[src/rtl/sprite_plotter.sv]
// rtl/sprite_plotter.sv - raster sweep of a WIDTH x HEIGHT sprite box onto the VGA write port (optional SPRITE_PLOTTER_CLIP_EN)
module sprite_plotter #(
    parameter int         WIDTH     = 8,
    parameter int         HEIGHT    = 8,
    parameter int         SCREEN_W  = 160,
    parameter int         SCREEN_H  = 120,
    parameter logic [2:0] FG_COLOUR = 3'b111,
    parameter logic [2:0] BG_COLOUR = 3'b000
) (
    input  logic       clk,
    input  logic       reset,
    input  logic       start,
    input  logic [7:0] x_in,
    input  logic [6:0] y_in,
    input  logic       erase,
    output logic       busy,
    output logic       done,
    output logic       plot,
    output logic [7:0] px_x,
    output logic [6:0] px_y,
    output logic [2:0] colour
);

    typedef enum logic [1:0] {
        S_IDLE,
        S_DRAW,
        S_DONE
    } state_t;

    localparam logic [3:0] COL_LAST = 4'(WIDTH - 1);
    localparam logic [3:0] ROW_LAST = 4'(HEIGHT - 1);

    state_t     state_q, state_d;
    logic [7:0] x0_q, x0_d;
    logic [6:0] y0_q, y0_d;
    logic [3:0] col_q, col_d;
    logic [3:0] row_q, row_d;
    logic       busy_q, busy_d;
    logic       done_q, done_d;
    logic       plot_q, plot_d;
    logic [7:0] px_x_q, px_x_d;
    logic [6:0] px_y_q, px_y_d;
    logic [2:0] colour_q, colour_d;

    // Counters hold the pixel currently on the outputs; emit_* is the pixel
    // registered at this edge (pixel 0 when launching from IDLE).
    logic       last_col, last_pix;
    logic [3:0] col_nxt, row_nxt;
    logic [3:0] emit_col, emit_row;
    logic [7:0] base_x;
    logic [6:0] base_y;
    logic       in_view;

`ifdef SPRITE_PLOTTER_CLIP_EN
    localparam logic [8:0] SCREEN_W_L = 9'(SCREEN_W);
    localparam logic [7:0] SCREEN_H_L = 8'(SCREEN_H);
    logic [8:0] sum_x;
    logic [7:0] sum_y;
`else
    logic [7:0] sum_x;
    logic [6:0] sum_y;
`endif

    // Next pixel address and its screen coordinate
    always_comb begin
        last_col = (col_q == COL_LAST);
        last_pix = last_col && (row_q == ROW_LAST);
        col_nxt  = last_col ? 4'd0 : col_q + 4'd1;
        row_nxt  = last_col ? row_q + 4'd1 : row_q;
        emit_col = (state_q == S_IDLE) ? 4'd0 : col_nxt;
        emit_row = (state_q == S_IDLE) ? 4'd0 : row_nxt;
        base_x   = (state_q == S_IDLE) ? x_in : x0_q;
        base_y   = (state_q == S_IDLE) ? y_in : y0_q;
`ifdef SPRITE_PLOTTER_CLIP_EN
        sum_x    = {1'b0, base_x} + {5'b0, emit_col};
        sum_y    = {1'b0, base_y} + {4'b0, emit_row};
        in_view  = (sum_x < SCREEN_W_L) && (sum_y < SCREEN_H_L);
`else
        sum_x    = base_x + {4'b0, emit_col};
        sum_y    = base_y + {3'b0, emit_row};
        in_view  = 1'b1;
`endif
    end

    // Next-state and registered-output logic
    always_comb begin
        state_d  = state_q;
        x0_d     = x0_q;
        y0_d     = y0_q;
        col_d    = col_q;
        row_d    = row_q;
        busy_d   = 1'b0;
        done_d   = 1'b0;
        plot_d   = 1'b0;
        px_x_d   = px_x_q;
        px_y_d   = px_y_q;
        colour_d = colour_q;
        case (state_q)
            S_IDLE: begin
                if (start) begin
                    state_d  = S_DRAW;
                    x0_d     = x_in;
                    y0_d     = y_in;
                    colour_d = erase ? BG_COLOUR : FG_COLOUR;
                    col_d    = 4'd0;
                    row_d    = 4'd0;
                    busy_d   = 1'b1;
                    plot_d   = in_view;
                    px_x_d   = sum_x[7:0];
                    px_y_d   = sum_y[6:0];
                end
            end
            S_DRAW: begin
                busy_d = 1'b1;
                if (last_pix) begin
                    state_d = S_DONE;
                    done_d  = 1'b1;
                end else begin
                    col_d  = col_nxt;
                    row_d  = row_nxt;
                    plot_d = in_view;
                    px_x_d = sum_x[7:0];
                    px_y_d = sum_y[6:0];
                end
            end
            S_DONE: begin
                state_d = S_IDLE;
            end
            default: begin
                state_d = S_IDLE;
            end
        endcase
    end

    // State and output registers with synchronous reset
    always_ff @(posedge clk) begin
        if (reset) begin
            state_q  <= S_IDLE;
            x0_q     <= 8'd0;
            y0_q     <= 7'd0;
            col_q    <= 4'd0;
            row_q    <= 4'd0;
            busy_q   <= 1'b0;
            done_q   <= 1'b0;
            plot_q   <= 1'b0;
            px_x_q   <= 8'd0;
            px_y_q   <= 7'd0;
            colour_q <= 3'd0;
        end else begin
            state_q  <= state_d;
            x0_q     <= x0_d;
            y0_q     <= y0_d;
            col_q    <= col_d;
            row_q    <= row_d;
            busy_q   <= busy_d;
            done_q   <= done_d;
            plot_q   <= plot_d;
            px_x_q   <= px_x_d;
            px_y_q   <= px_y_d;
            colour_q <= colour_d;
        end
    end

    assign busy   = busy_q;
    assign done   = done_q;
    assign plot   = plot_q;
    assign px_x   = px_x_q;
    assign px_y   = px_y_q;
    assign colour = colour_q;

endmodule

[config.mk]
export PLATFORM = sky130hd
export DESIGN_NAME = sprite_plotter
export DESIGN_NICKNAME = d
export VERILOG_FILES = /design/src/rtl/sprite_plotter.sv
export SDC_FILE = /design/constraint.sdc
export NUM_CORES = 1
export LEC_CHECK = 0
export BUFFER_PORTS_ARGS = -buffer_cell sky130_fd_sc_hd__clkbuf_2
export CAP_MARGIN = 20
export CORE_UTILIZATION = 58
export CTS_BUF_LIST = sky130_fd_sc_hd__clkbuf_4 sky130_fd_sc_hd__clkbuf_8
export CTS_CLUSTER_DIAMETER = 80
export CTS_CLUSTER_SIZE = 20
export DETAILED_ROUTE_END_ITERATION = 8
export PLACE_DENSITY = 0.85
export SLEW_MARGIN = 20
export SYNTH_ARGS = -nofsm -noshare
export SYNTH_HDL_FRONTEND = slang
export SYNTH_SLANG_ARGS = --single-unit
[constraint.sdc]
create_clock -name clk -period 3.4 [get_ports clk]
set_input_delay 0.34 -clock clk [delete_from_list [all_inputs] [get_ports clk]]
set_output_delay 0.34 -clock clk [all_outputs]
set_load 0.01 [all_outputs]
# ---- Word-level counts from Yosys, hierarchy flattened
# Index checks and enable logic that the tools add are counted.
dict set report totals {
  in_bits 19
  register_bits 46
  output_inout_bits 21
}
dict set report classes {
  n_reduce_logical 7
  n_mux 26
  addsub 4
  eq_ne 6
  n_bitwise 1
}
# operator n
set op_table {}
lappend op_table {{4-bit two-way mux} 7}
lappend op_table {{8-bit two-way mux} 3}
lappend op_table {{7-bit two-way mux} 3}
lappend op_table {{4-bit case mux with 2 select lines} 2}
lappend op_table {{8-bit case mux with 2 select lines} 1}
lappend op_table {{7-bit case mux with 2 select lines} 1}
lappend op_table {{4-bit by 1-bit adder with 4-bit output, second input constant} 2}
lappend op_table {{8-bit by 4-bit adder with 8-bit output} 1}
lappend op_table {{4-bit by 3-bit == test with 1-bit output, second input constant} 2}
lappend op_table {{7-bit by 4-bit adder with 7-bit output} 1}
lappend op_table {{2-bit inequality test, second input constant} 3}
lappend op_table {{2-bit two-way mux} 2}
lappend op_table {{1-bit case mux with 2 select lines} 2}
lappend op_table {{2-bit case mux with 2 select lines} 1}
lappend op_table {{2-bit AND reduction} 2}
lappend op_table {{1-bit two-way mux} 3}
lappend op_table {{3-bit two-way mux} 1}
lappend op_table {{3-bit AND reduction} 1}
lappend op_table {{2-bit by 1-bit == test with 1-bit output, second input constant} 1}
lappend op_table {{2-bit logical NOT} 1}
lappend op_table {{2-bit nonzero test} 1}
lappend op_table {{2-bit OR reduction} 1}
lappend op_table {{1-bit logical AND} 1}
lappend op_table {{1-bit NOT} 1}

# ---- Logic depth before layout (Yosys ltp)
dict set report depth {
  depth_word 6
  mapped_depth 12
  depth_no_buf 10
}

# ---- Worst setup path before layout
# No wires, ideal clock.
dict set report synth_timing {
  path_kind {reg2reg}
  from {reg state_q[0]}
  to {reg px_x_q[7], in the netlist px_x[7]}
  setup_ns 0.122
  arrival_ns 2.502
  path_stages_with_launch 10
  period_less_slack_ns 2.624
  setup_slack_ns 0.776
  n_path_buf 2
  cell_sequence {dfxtp_1 -> nor2_1 -> buf_2 -> buf_2 -> mux2_2 -> ha_1 -> o21a_1 -> a21oi_1 -> nor4b_1 -> a311o_1}
}
dict set report synth_between {
  elab_chain_cells 5
  elab_cells_between_ends 12
}
# item line_no
set synth_lines {}
lappend synth_lines {{start: declaration} 33} ;# state_t state_q, state_d;
lappend synth_lines {{start signal: assignment} 150} ;# state_q <= state_d;
lappend synth_lines {{2-bit logical NOT} {70, 72, 98}}
lappend synth_lines {{8-bit two-way mux or 4-bit two-way mux (tied branches)} {72, 70}}
lappend synth_lines {{8-bit by 4-bit adder with 8-bit output} 79} ;# sum_x = base_x + {4'b0, emit_col};
lappend synth_lines {{8-bit two-way mux, on equally long branches} {115, 100}}
lappend synth_lines {{8-bit case mux with 2 select lines} 98} ;# case (state_q)
lappend synth_lines {{end signal: assignment} 158} ;# px_x_q <= px_x_d;
lappend synth_lines {{end: declaration} 41} ;# logic [7:0] px_x_q, px_x_d;
# Parallel ways exist; a longest one is shown, timed or not. The select of a mux whose other input is x is not followed.
# A chain may end at the register's enable or synchronous reset.

# ---- Final worst setup path
# Same ends and word-level chain as after synthesis.

==> metrics <==
Die Span Y 66.5 um; # placed instances approximately 360; combinational power share 16.8%; dpl hpwl 3940 um; Max VDD drop 0.268 mV; clock slew seen by the registers of the worst setup and hold paths approximately 0.09 ns; IO Port Bufs 39; worst slack at placement 0.518 ns; row cnt 23; syn_nets between 300 and 400; CP Cell Sequence nor2_2 > mux2_2 > ha_1 > a211o_1 > a21oi_1 > nor4b_1 > a311o_1; synthesized area 2410 um2; clock share of power about a third; initial antenna violation count 0; clk_skew 0.00865 ns; Worst Path Arrival roughly 3.1 ns; GRT Total Usage 28.0%; CP bufs+invs 0; sequential area share after synthesis around 36%; minimum clock period slightly below 3 ns; hold_buf cts 0; # nets final 346; Longest Clk Path Bufs 2; Startpoint Class flip-flop; full die area 4420 um2; total routed wirelength 5610 um; Crit path max-delay family compound AO/OA/AOI/OAI gates; DR iter-0 viols 110; Remaining DRCs 0; Largest stage delay, worst path 0.62 ns; crit path capture type flip-flop; post-route cell area approximately 2700 um2; Setup Fix Bufs, Post-CTS 0; fraction of layout cells with a size suffix above 1 20.3%; Final WS setup 0.475 ns; EDFF count, synth 0; Area growth, synth to finish 11.7%; Max Cap Violations 0; run status complete, no violations; area of the core 4000 um2; syn_area_per_cell 8.50 um2; hold_ws 0.204 ns; vias 2133; ys flop type dfxtp_1; CP max-delay cell nor2_2; Final Slew Violations 0; Post-CTS Resized 0; Power Internal between 0.0007 and 0.0008 W; min-delay worst type in2reg; RSZ-0062 raised after global routing no; fmax 0.342 GHz; Final Setup Violations 0; P_leak 1.20 nW; DR vias/cell between 5 and 6; Post-DRT Antenna Nets 0; Clock Latency Late Sink 0.30 ns; Sw Pwr 0.000314 W; Post-Route Setup TNS 0 ns; first-pass GRT wire length 9210 um; asr flop ratio synth 0%; worst-margin pin slew 0.986 ns; number of fill cells in the layout 343; Mapped Cells 284; Clk Tree Root Cell clkbuf_8; largest net degree at the start of global routing 39; final hold vios 0; unique cell type count in the Yosys netlist 47; crit-path max FO 17; CTS tree built; overflow left after global routing 0; wire length per cell 15.3 um; Initial Util 60.3%; Top Ports 40; CTS Buf Count 5; relative slew slack 34.3%; DRT Pass-1 Iters 4; clock sinks 44; YS warnings 0; H-tree Lvls 2; Sw Ratio 28.6%; GP Congestion 0.890; die width 66.5 um; vias in the first global route 1953; # diodes 0; Final period util 86.0%; Synth Register Bits 44; pwr/cell area around 400 nW/um2; sequential share of power 51.2%; crit path kind reg2reg; count of non-filler cells in the finished layout 366; WP data required ~3.6 ns; Placed Area 2600 um2
Yosys cell counts (2+ instances only):
cell       instances  share of area, %
nor2b_1            3              0.78
a22oi_1            2              0.62
mux2_2             9               4.2
inv_1              3              0.47
or4_1              3              0.93
nand2_1           49               7.6
and3_1             4               1.0
dfxtp_1           44                36
and2_1             3              0.78
or3b_1             2              0.73
o21a_1             3              0.93
xor2_1             6               2.2
a21o_1             3              0.93
o21ai_0           10               2.1
o211ai_1           3              0.93
nand3_1           11               2.3
buf_4              5               1.6
or3_1              2              0.52
clkbuf_1           6              0.93
buf_2              7               1.5
xnor2_1            4               1.5
nor2_1            16               2.5
a211oi_1           5               1.6
nand4bb_1          3               1.4
a21oi_1           36               7.5
o2111ai_1          2              0.73
ha_1              10               5.2
a211o_1            5               1.8
mux2i_1            4               1.7
fa_1               2               1.7
nor3_1             3              0.62
worst paths after layout:
| check | startpoint | endpoint | slack [ns] | depth (start not counted) |
|---|---|---|---|---|
| worst min register to register | px_y[0] | px_y[0] | 0.46 | 2 |
| worst max-delay path | state_q[0] | px_x[7] | 0.48 | 7 |
| worst min-delay path | erase | colour[1] | 0.20 | 2 |
| worst max register to register | state_q[0] | px_x[7] | 0.48 | 7 |
sequential cells by signal (all words and copies together) (netlist names):
| signal | count |
|---|---|
| busy | 1 |
| done | 1 |
| px_x | 8 |
| state_q | 2 |
| col_q | 4 |
| y0_q | 7 |
| px_y | 7 |
| colour | 1 |
| x0_q | 8 |
| plot | 1 |
| row_q | 4 |
cells in the final DEF (no fill, tap or decap), types with 3 or more instances in the layout:
master	n
a211o_1	5
a211oi_1	5
a21o_1	3
a21oi_1	36
and2_1	3
and3_1	4
buf_4	4
clkbuf_2	39
clkbuf_8	6
dfxtp_1	44
ha_1	10
inv_1	3
mux2_2	9
mux2i_1	4
nand2_1	49
nand3_1	11
nand4bb_1	3
nor2_1	15
nor2b_1	3
nor3_1	3
o211ai_1	3
o21a_1	3
o21ai_0	10
or4_1	3
xnor2_1	4
xor2_1	6
power by group through the flow:
stage / Combinational [W] / Sequential [W] / Clock, W
after CTS: 0.000183 / 0.000563 / 0.000354
after floorplan: 0.000119 / 0.000578 / 0
after detailed placement: 0.000182 / 0.000574 / 0
after global routing: 0.000205 / 0.000567 / 0.000375
after global placement: 0.000178 / 0.000573 / 0
final: 0.000185 / 0.000563 / 0.000352
logic make-up after synthesis:
| logic type | share of synthesized area [%] |
|---|---|
| and+or+nand+nor | 21.6 |
| AOI/OAI and AO/OA | 20.7 |
| DFF | 36.5 |
| buffers and inverters | 4.87 |
| muxes | 5.86 |
| adders and majority gates | 6.84 |
| xor gates and xnor gates | 3.63 |
per-stage QoR:
stage / utilization, % / power, W
5_1_grt: 67.4 / 0.00115
2_1_floorplan: - / 0.000697
3_3_place_gp: 64.9 / 0.000751
3_5_place_dp: 64.9 / 0.000757
6_report: 67.4 / 0.00110
4_1_cts: 67.4 / 0.00110
routing by layer:
metal	global-route usage (%)	routed length, um	vias to the layer above
met1	37.1	2570	991
met5	0	0	-
met3	6.16	319	7
met2	45.3	2660	63
met4	8.51	69	0
li1	-	-	1072
final cells by class:
class	count	area [um2]	area share, %
Clock buffer	6	82.6	3.06
Clock inverter	2	15.0	0.557
Inverter	3	11.3	0.418
Multi-Input combinational cell	218	1420	52.6
Sequential cell	44	881	32.7
Tap cell	50	62.6	2.32
Timing Repair Buffer	43	225	8.36
Note: power is estimated with default switching activity, not from simulation.
